### src/rtl/noc_pkg.sv
// Shared definitions for the NoC packet sink: flit layout widths/offsets,
// accept-FSM encoding and the modular timestamp subtraction.
package noc_pkg;

  localparam int NOC_DATA_W = 32;
  localparam int NOC_ID_W   = 6;
  localparam int NOC_PID_W  = 8;

  // Flit layout from MSB down: {pkt_id, src_id, dst_id, inj_ts}
  function automatic int ts_lsb();
    return 0;
  endfunction

  function automatic int dst_lsb(input int ts_w);
    return ts_w;
  endfunction

  function automatic int src_lsb(input int ts_w, input int id_w);
    return ts_w + id_w;
  endfunction

  function automatic int pid_lsb(input int ts_w, input int id_w);
    return ts_w + 2 * id_w;
  endfunction

  typedef enum logic {
    WAIT_REQ = 1'b0,
    GRANT    = 1'b1
  } accept_state_t;

  // Callers truncate the result to the timestamp width, giving mod 2^TS_W.
  function automatic logic [31:0] ts_diff(input logic [31:0] now_ts, input logic [31:0] inj_ts);
    return now_ts - inj_ts;
  endfunction

endpackage

### src/rtl/noc_sync_fifo.sv
// Generic single-clock FIFO with registered read data; FIFO_DEPTH must be a
// power of two so the pointers wrap naturally.
module noc_sync_fifo #(
  parameter int DATA_WIDTH = 32,
  parameter int FIFO_DEPTH = 4
) (
  input  logic                        clk,
  input  logic                        reset,
  input  logic                        push,
  input  logic [DATA_WIDTH-1:0]       wdata,
  input  logic                        pop,
  output logic [DATA_WIDTH-1:0]       rdata,
  output logic                        full,
  output logic                        empty,
  output logic [$clog2(FIFO_DEPTH):0] level
);

  localparam int AW = $clog2(FIFO_DEPTH);

  logic [DATA_WIDTH-1:0] mem [FIFO_DEPTH];
  logic [AW-1:0]         wr_ptr_reg;
  logic [AW-1:0]         rd_ptr_reg;
  logic [AW:0]           level_reg;
  logic [DATA_WIDTH-1:0] rdata_reg;
  logic                  do_push;
  logic                  do_pop;

  assign full    = (level_reg == (AW+1)'(FIFO_DEPTH));
  assign empty   = (level_reg == '0);
  assign do_push = push && !full;
  assign do_pop  = pop && !empty;
  assign level   = level_reg;
  assign rdata   = rdata_reg;

  always_ff @(posedge clk) begin
    if (do_push) mem[wr_ptr_reg] <= wdata;
  end

  always_ff @(posedge clk or negedge reset) begin
    if (!reset) begin
      wr_ptr_reg <= '0;
      rd_ptr_reg <= '0;
      level_reg  <= '0;
      rdata_reg  <= '0;
    end else begin
      if (do_push) wr_ptr_reg <= wr_ptr_reg + AW'(1);
      if (do_pop) begin
        rd_ptr_reg <= rd_ptr_reg + AW'(1);
        rdata_reg  <= mem[rd_ptr_reg];
      end
      case ({do_push, do_pop})
        2'b10:   level_reg <= level_reg + (AW+1)'(1);
        2'b01:   level_reg <= level_reg - (AW+1)'(1);
        default: level_reg <= level_reg;
      endcase
    end
  end

endmodule

### src/rtl/noc_packet_sink.sv
// Router Local-port sink: req/gnt accept FSM, buffered drain, latency and
// misroute statistics. Define NOC_SINK_LOG_EN for a per-sink simulation log.
module noc_packet_sink
  import noc_pkg::*;
#(
  parameter int DATA_WIDTH = NOC_DATA_W,
  parameter int ID_W       = NOC_ID_W,
  parameter int PID_W      = NOC_PID_W,
  parameter int TS_W       = DATA_WIDTH - 2 * ID_W - PID_W,
  parameter int MODULE_ID  = 0,
  parameter int FIFO_DEPTH = 4,
  parameter int CNT_W      = 32
) (
  input  logic                        clk,
  input  logic                        reset,
  input  logic [DATA_WIDTH-1:0]       packet_in,
  input  logic                        req_up_str,
  output logic                        gnt_up_str,
  output logic                        up_str_full,
  input  logic                        drain_en,
  input  logic                        stats_clr,
  output logic                        rx_valid,
  output logic [ID_W-1:0]             rx_src,
  output logic [PID_W-1:0]            rx_pkt_id,
  output logic [TS_W-1:0]             rx_latency,
  output logic [CNT_W-1:0]            pkt_count,
  output logic [CNT_W-1:0]            lat_sum,
  output logic [TS_W-1:0]             lat_max,
  output logic [CNT_W-1:0]            misroute_count,
  output logic [$clog2(FIFO_DEPTH):0] fifo_level
);

  localparam int DST_LSB = dst_lsb(TS_W);
  localparam int SRC_LSB = src_lsb(TS_W, ID_W);
  localparam int PID_LSB = pid_lsb(TS_W, ID_W);

  logic [CNT_W-1:0]      cycle_cnt_reg;
  accept_state_t         state_reg, state_next;
  logic                  push, pop;
  logic                  fifo_full, fifo_empty;
  logic [TS_W-1:0]       lat_in;
  logic [DATA_WIDTH-1:0] entry_in, entry_out;
  logic                  rx_valid_reg, up_str_full_reg;
  logic [ID_W-1:0]       rx_dst;
  logic                  misroute;
  logic [CNT_W:0]        sum_wide;
  logic [CNT_W-1:0]      lat_sum_next;
  logic [CNT_W-1:0]      pkt_count_reg, lat_sum_reg, misroute_count_reg;
  logic [TS_W-1:0]       lat_max_reg;

  always_ff @(posedge clk or negedge reset) begin
    if (!reset) cycle_cnt_reg <= '0;
    else        cycle_cnt_reg <= cycle_cnt_reg + CNT_W'(1);
  end

  // Latency is fixed at acceptance, so the queue stores it in place of inj_ts.
  assign lat_in   = TS_W'(ts_diff(32'(cycle_cnt_reg[TS_W-1:0]), 32'(packet_in[TS_W-1:0])));
  assign entry_in = {packet_in[DATA_WIDTH-1:TS_W], lat_in};

  always_ff @(posedge clk or negedge reset) begin
    if (!reset) state_reg <= WAIT_REQ;
    else        state_reg <= state_next;
  end

  always_comb begin
    state_next = state_reg;
    push       = 1'b0;
    case (state_reg)
      WAIT_REQ: begin
        if (req_up_str && !fifo_full) begin
          push       = 1'b1;
          state_next = GRANT;
        end
      end
      GRANT:   state_next = WAIT_REQ;
      default: state_next = WAIT_REQ;
    endcase
  end

  // GRANT lasts exactly one cycle, so the state register is the grant pulse.
  assign gnt_up_str = (state_reg == GRANT);
  assign pop        = drain_en && !fifo_empty;

  noc_sync_fifo #(
    .DATA_WIDTH (DATA_WIDTH),
    .FIFO_DEPTH (FIFO_DEPTH)
  ) u_fifo (
    .clk   (clk),
    .reset (reset),
    .push  (push),
    .wdata (entry_in),
    .pop   (pop),
    .rdata (entry_out),
    .full  (fifo_full),
    .empty (fifo_empty),
    .level (fifo_level)
  );

  always_ff @(posedge clk or negedge reset) begin
    if (!reset) begin
      rx_valid_reg    <= 1'b0;
      up_str_full_reg <= 1'b0;
    end else begin
      rx_valid_reg    <= pop;
      up_str_full_reg <= fifo_full;
    end
  end

  assign rx_valid    = rx_valid_reg;
  assign up_str_full = up_str_full_reg;
  assign rx_pkt_id   = entry_out[PID_LSB +: PID_W];
  assign rx_src      = entry_out[SRC_LSB +: ID_W];
  assign rx_dst      = entry_out[DST_LSB +: ID_W];
  assign rx_latency  = entry_out[TS_W-1:0];
  assign misroute    = (rx_dst != ID_W'(MODULE_ID));

  assign sum_wide     = (CNT_W+1)'(lat_sum_reg) + (CNT_W+1)'(rx_latency);
  assign lat_sum_next = sum_wide[CNT_W] ? {CNT_W{1'b1}} : sum_wide[CNT_W-1:0];

  // Statistics fold in during the rx_valid cycle; a clear in that cycle wins.
  always_ff @(posedge clk or negedge reset) begin
    if (!reset) begin
      pkt_count_reg      <= '0;
      lat_sum_reg        <= '0;
      lat_max_reg        <= '0;
      misroute_count_reg <= '0;
    end else if (stats_clr) begin
      pkt_count_reg      <= '0;
      lat_sum_reg        <= '0;
      lat_max_reg        <= '0;
      misroute_count_reg <= '0;
    end else if (rx_valid_reg) begin
      if (pkt_count_reg != {CNT_W{1'b1}}) pkt_count_reg <= pkt_count_reg + CNT_W'(1);
      lat_sum_reg <= lat_sum_next;
      if (rx_latency > lat_max_reg) lat_max_reg <= rx_latency;
      if (misroute && (misroute_count_reg != {CNT_W{1'b1}}))
        misroute_count_reg <= misroute_count_reg + CNT_W'(1);
    end
  end

  assign pkt_count      = pkt_count_reg;
  assign lat_sum        = lat_sum_reg;
  assign lat_max        = lat_max_reg;
  assign misroute_count = misroute_count_reg;

`ifdef NOC_SINK_LOG_EN
  always @(posedge clk) begin
    if (rx_valid_reg)
      $display("noc_sink_%0d: %0t %0d %0d %0d %0d %0d %0b", MODULE_ID, $time, cycle_cnt_reg,
               rx_src, MODULE_ID, rx_pkt_id, rx_latency, misroute);
  end
`else
`endif

endmodule

### config.mk
export PLATFORM = sky130hd
export DESIGN_NAME = noc_packet_sink
export DESIGN_NICKNAME = d
export VERILOG_FILES = /design/src/rtl/noc_pkg.sv /design/src/rtl/noc_sync_fifo.sv /design/src/rtl/noc_packet_sink.sv
export SDC_FILE = /design/constraint.sdc
export NUM_CORES = 1
export LEC_CHECK = 0
export BUFFER_PORTS_ARGS = -buffer_cell sky130_fd_sc_hd__buf_2
export CAP_MARGIN = 30
export CORE_ASPECT_RATIO = 0.9
export CORE_UTILIZATION = 40
export CTS_CLUSTER_DIAMETER = 120
export DETAILED_ROUTE_END_ITERATION = 6
export HOLD_SLACK_MARGIN = 0.02
export PLACE_DENSITY = 0.71
export SLEW_MARGIN = 40
export SYNTH_ARGS = -nofsm -noshare
export SYNTH_HDL_FRONTEND = slang
export SYNTH_HIERARCHICAL = 1
export SYNTH_SLANG_ARGS = --single-unit
### constraint.sdc
create_clock -name clk -period 2.5 [get_ports clk]
set_input_delay 0.5 -clock clk [delete_from_list [all_inputs] [get_ports clk]]
set_output_delay 0.5 -clock clk [all_outputs]
set_load 0.01 [all_outputs]
==> run_results.csv <==
group,metric,value,unit
routing,drtIter0Drc,619,
timing,finalHoldViolCount,0,
place,dp_cells,1858,
power,clock_power_share,0.254,
timing,setup_tns,0,ns
floorplanning,initial_core_util,0.405,
clock_tree,cts_sinks,290,
critical_path,critPathKind,"reg -> reg",
critical_path,crit_required,2.93,ns
timing,hold_ws,0.145,ns
critical_path,cp_max_fo,6,
routing,antenna_left,0,
yosys,synth_cells,1193,
critical_path,critical_path.slowest_cell,"dfrtp_2",
power,p_seq_frac,0.388,
min_path,hold_class,"in -> reg",
timing,period_share,0.988,
grt,track_usage,0.184,
power,pwr_density_cell,973,nW/um^2
power,p_leak,7.23,nW
floorplanning,die_w,200,um
routing,wire_per_inst,17.7,um
clock_tree,ctsHtreeMaxLevel,1,
power,combPwrFrac,0.358,
critical_path,crit_path_end_kind,"flop",
cells_and_area,largest_reg_flops,128,
floorplanning,die_area,36200,um^2
timing,rsz0062_at_grt,"yes",
yosys,synth_top_area_share,0.286,
floorplanning,fp-row-count,65,
routing,drc_errors,0,
place,dp_hpwl,22800,um
timing,report.final.slew_viol_count,0,
clock_tree,cts_tree,"built",
yosys,synthArstFlopShare,0.559,
cells_and_area,final_area,17200,um^2
timing,setup_violations,0,
timing,finClkSkew,0.00901,ns
critical_path,cp_common_cell,"buf_4",
yosys,syn-num-nets,1276,
floorplanning,ios,177,
critical_path,crit_path_start_kind,"flop",
critical_path,path_buf_inv,2,
yosys,ys_types,75,
run,max_cap_violations,0,
timing,worst_slew_margin_rel,0.611,
critical_path,worstPathArrival,2.90,ns
cells_and_area,final_util,0.492,
floorplanning,core-area,35000,um^2
power,p_switching,5.75,mW
yosys,netlist.top_cell.by_area,"dfrtp_1",
clock_tree,clockBufferDepth,3,
grt,grt_pass1_vias,10008,
yosys,ys_seq_elements,290,
yosys,ys.flop_type,"dfrtp_1",
clock_tree,clk_pin_slew_worst_paths,0.06,ns
grt,grt_pass1_wl,54400,um
place,gp_congestion,0.895,
cells_and_area,drive_gt1_frac,0.264,
cells_and_area,insertedDiodeCount,0,
timing,tightest_slew,0.580,ns
clock_tree,clock_latency,0.57,ns
yosys,synth_area_leaders,"dfrtp_1 (29%), edfxtp_1 (27%), mux4_2 (4.9%), ha_1 (3.8%), nand2_1 (3.4%)",
floorplanning,die_y,181,um
grt,antenna_found_initial,1,
power,peakVddDrop,564,uV
routing,wirelength,34000,um
timing,clock.fmax,405,MHz
clock_tree,cts_buffers,31,
cells_and_area,stdcell_count,1921,
place,io_buffers,176,
cells_and_area,final_common_cell,"buf_2",
cells_and_area,area_growth,21.5,%
cells_and_area,final_nets,1514,
yosys,synth_seq_area_share,0.557,
yosys,synth_area,14200,um^2
yosys,synth_warnings,6,
power,swShare,0.344,
cells_and_area,layout_common_cells,"buf_2 (174), dfrtp_1 (159), nand2_1 (128), edfxtp_1 (128), nor2_1 (107)",
clock_tree,cts-root-buf,"clkbuf_16",
critical_path,path_cells,"buf_4 > fa_2 > a21o_4 > a311oi_4 > nor3_2 > o211a_4 > buf_4 > a31oi_2 > a311oi_2",
yosys,synth_edf_count,128,
routing,post_drt_via_cell_ratio,5.38,
power,power.internal,11.0,mW
run_status,status,"completed",
critical_path,crit_family,"compound AO/OA/AOI/OAI gates",
place,dpl_cell_area,16000,um^2
timing,final.min_clock_period,2.47,ns
critical_path,critPathMaxStageDelay,0.44,ns
routing,via_count,10328,
yosys,syn-mean-instance-area,11.9,um^2
grt,overflow,0,
grt,grt_start_max_net_pins,100,
cells_and_area,regMostFlops,"u_fifo/mem",
routing,dr.pass1.iters,7,
## worst register-to-register path: cells and delay by family (launching register included)
kind	cells	cell delay [ns]
flops	1	0.44
compound gates	5	1.09
fa+ha+maj	1	0.38
simple gates	1	0.11
buf+inv	2	0.32
## through the flow
stage          setup WS, ns  power (mW)
6_report             0.0301        16.7
5_1_grt             -0.0354        17.7
4_1_cts              0.0250        16.7
3_3_place_gp         -0.117        12.2
2_1_floorplan        0.0129        10.2
3_5_place_dp         -0.153        12.3
## synth_stat cells (19+ instances only)
cell	n
xnor2_1	44
xor2_1	39
clkbuf_1	30
nand4_1	29
dfrtp_1	162
nand3_1	34
inv_1	57
nand2_1	128
a21oi_1	36
nor3_1	30
mux4_2	31
edfxtp_1	128
ha_1	43
nor2_1	108
and3_1	19
## layer usage
layer,share of wire,GRT usage,vias up,wire (um)
li1,-,-,4877,-
met1,0.45,0.258,5108,15300
met2,0.47,0.299,283,16000
met3,0.057,0.0291,58,1950
met4,0.022,0.0449,2,750
met5,0.00032,0,-,11
## final cells by class
class	count	area, um^2
fill	3109	17800
sequential	290	7900
multi-input combinational	795	5940
timing repair buffer	255	1620
clock buffer	48	890
tap	469	587
inverter	58	220
clock inverter	6	45.0
## logic make-up (layout without fill, tap and decap cells)
family / Yosys count / after routing / share of synthesized area
mux: 37 / 37 / 0.0549
compound gates: 163 / 164 / 0.0857
xor+xnor: 83 / 83 / 0.0513
buf+inv: 109 / 367 / 0.0392
fa+ha+maj: 46 / 46 / 0.0422
flops: 290 / 290 / 0.557
simple gates: 465 / 465 / 0.169
## power groups by stage
stage                     combinational, mW  clock, mW  sequential (mW)
after floorplan                        3.55          0             6.64
after global placement                 5.65          0             6.51
after detailed placement               5.72          0             6.57
after CTS                              5.81       4.39             6.49
after global routing                   6.57       4.56             6.60
final                                  5.98       4.26             6.50
## timing repair
action                     4_1_cts  5_1_grt
cloned                           0        1
buffers inserted                 2        5
hold buffers                     1        0
pin swaps                        2        9
gates resized for setup          6       27
hold endpoints to repair        29        0
setup endpoints to repair       13       38
## worst paths after layout
kind | start | to | cells past startpoint | slack [ns]
worst max-delay path | u_fifo/rdata[1] | lat_sum[20] | 9 | 0.03
worst min-delay path | packet_in[12] | u_fifo/mem[1][12] | 1 | 0.15
min in group asynchronous | reset | lat_sum[17] | 2 | 0.39
worst max register to register | u_fifo/rdata[1] | lat_sum[20] | 9 | 0.03
worst min register to register | gnt_up_str | gnt_up_str | 1 | 0.43
max in group asynchronous | reset | u_fifo/level[0] | 3 | 1.40
(Power assumes the default switching activity.)
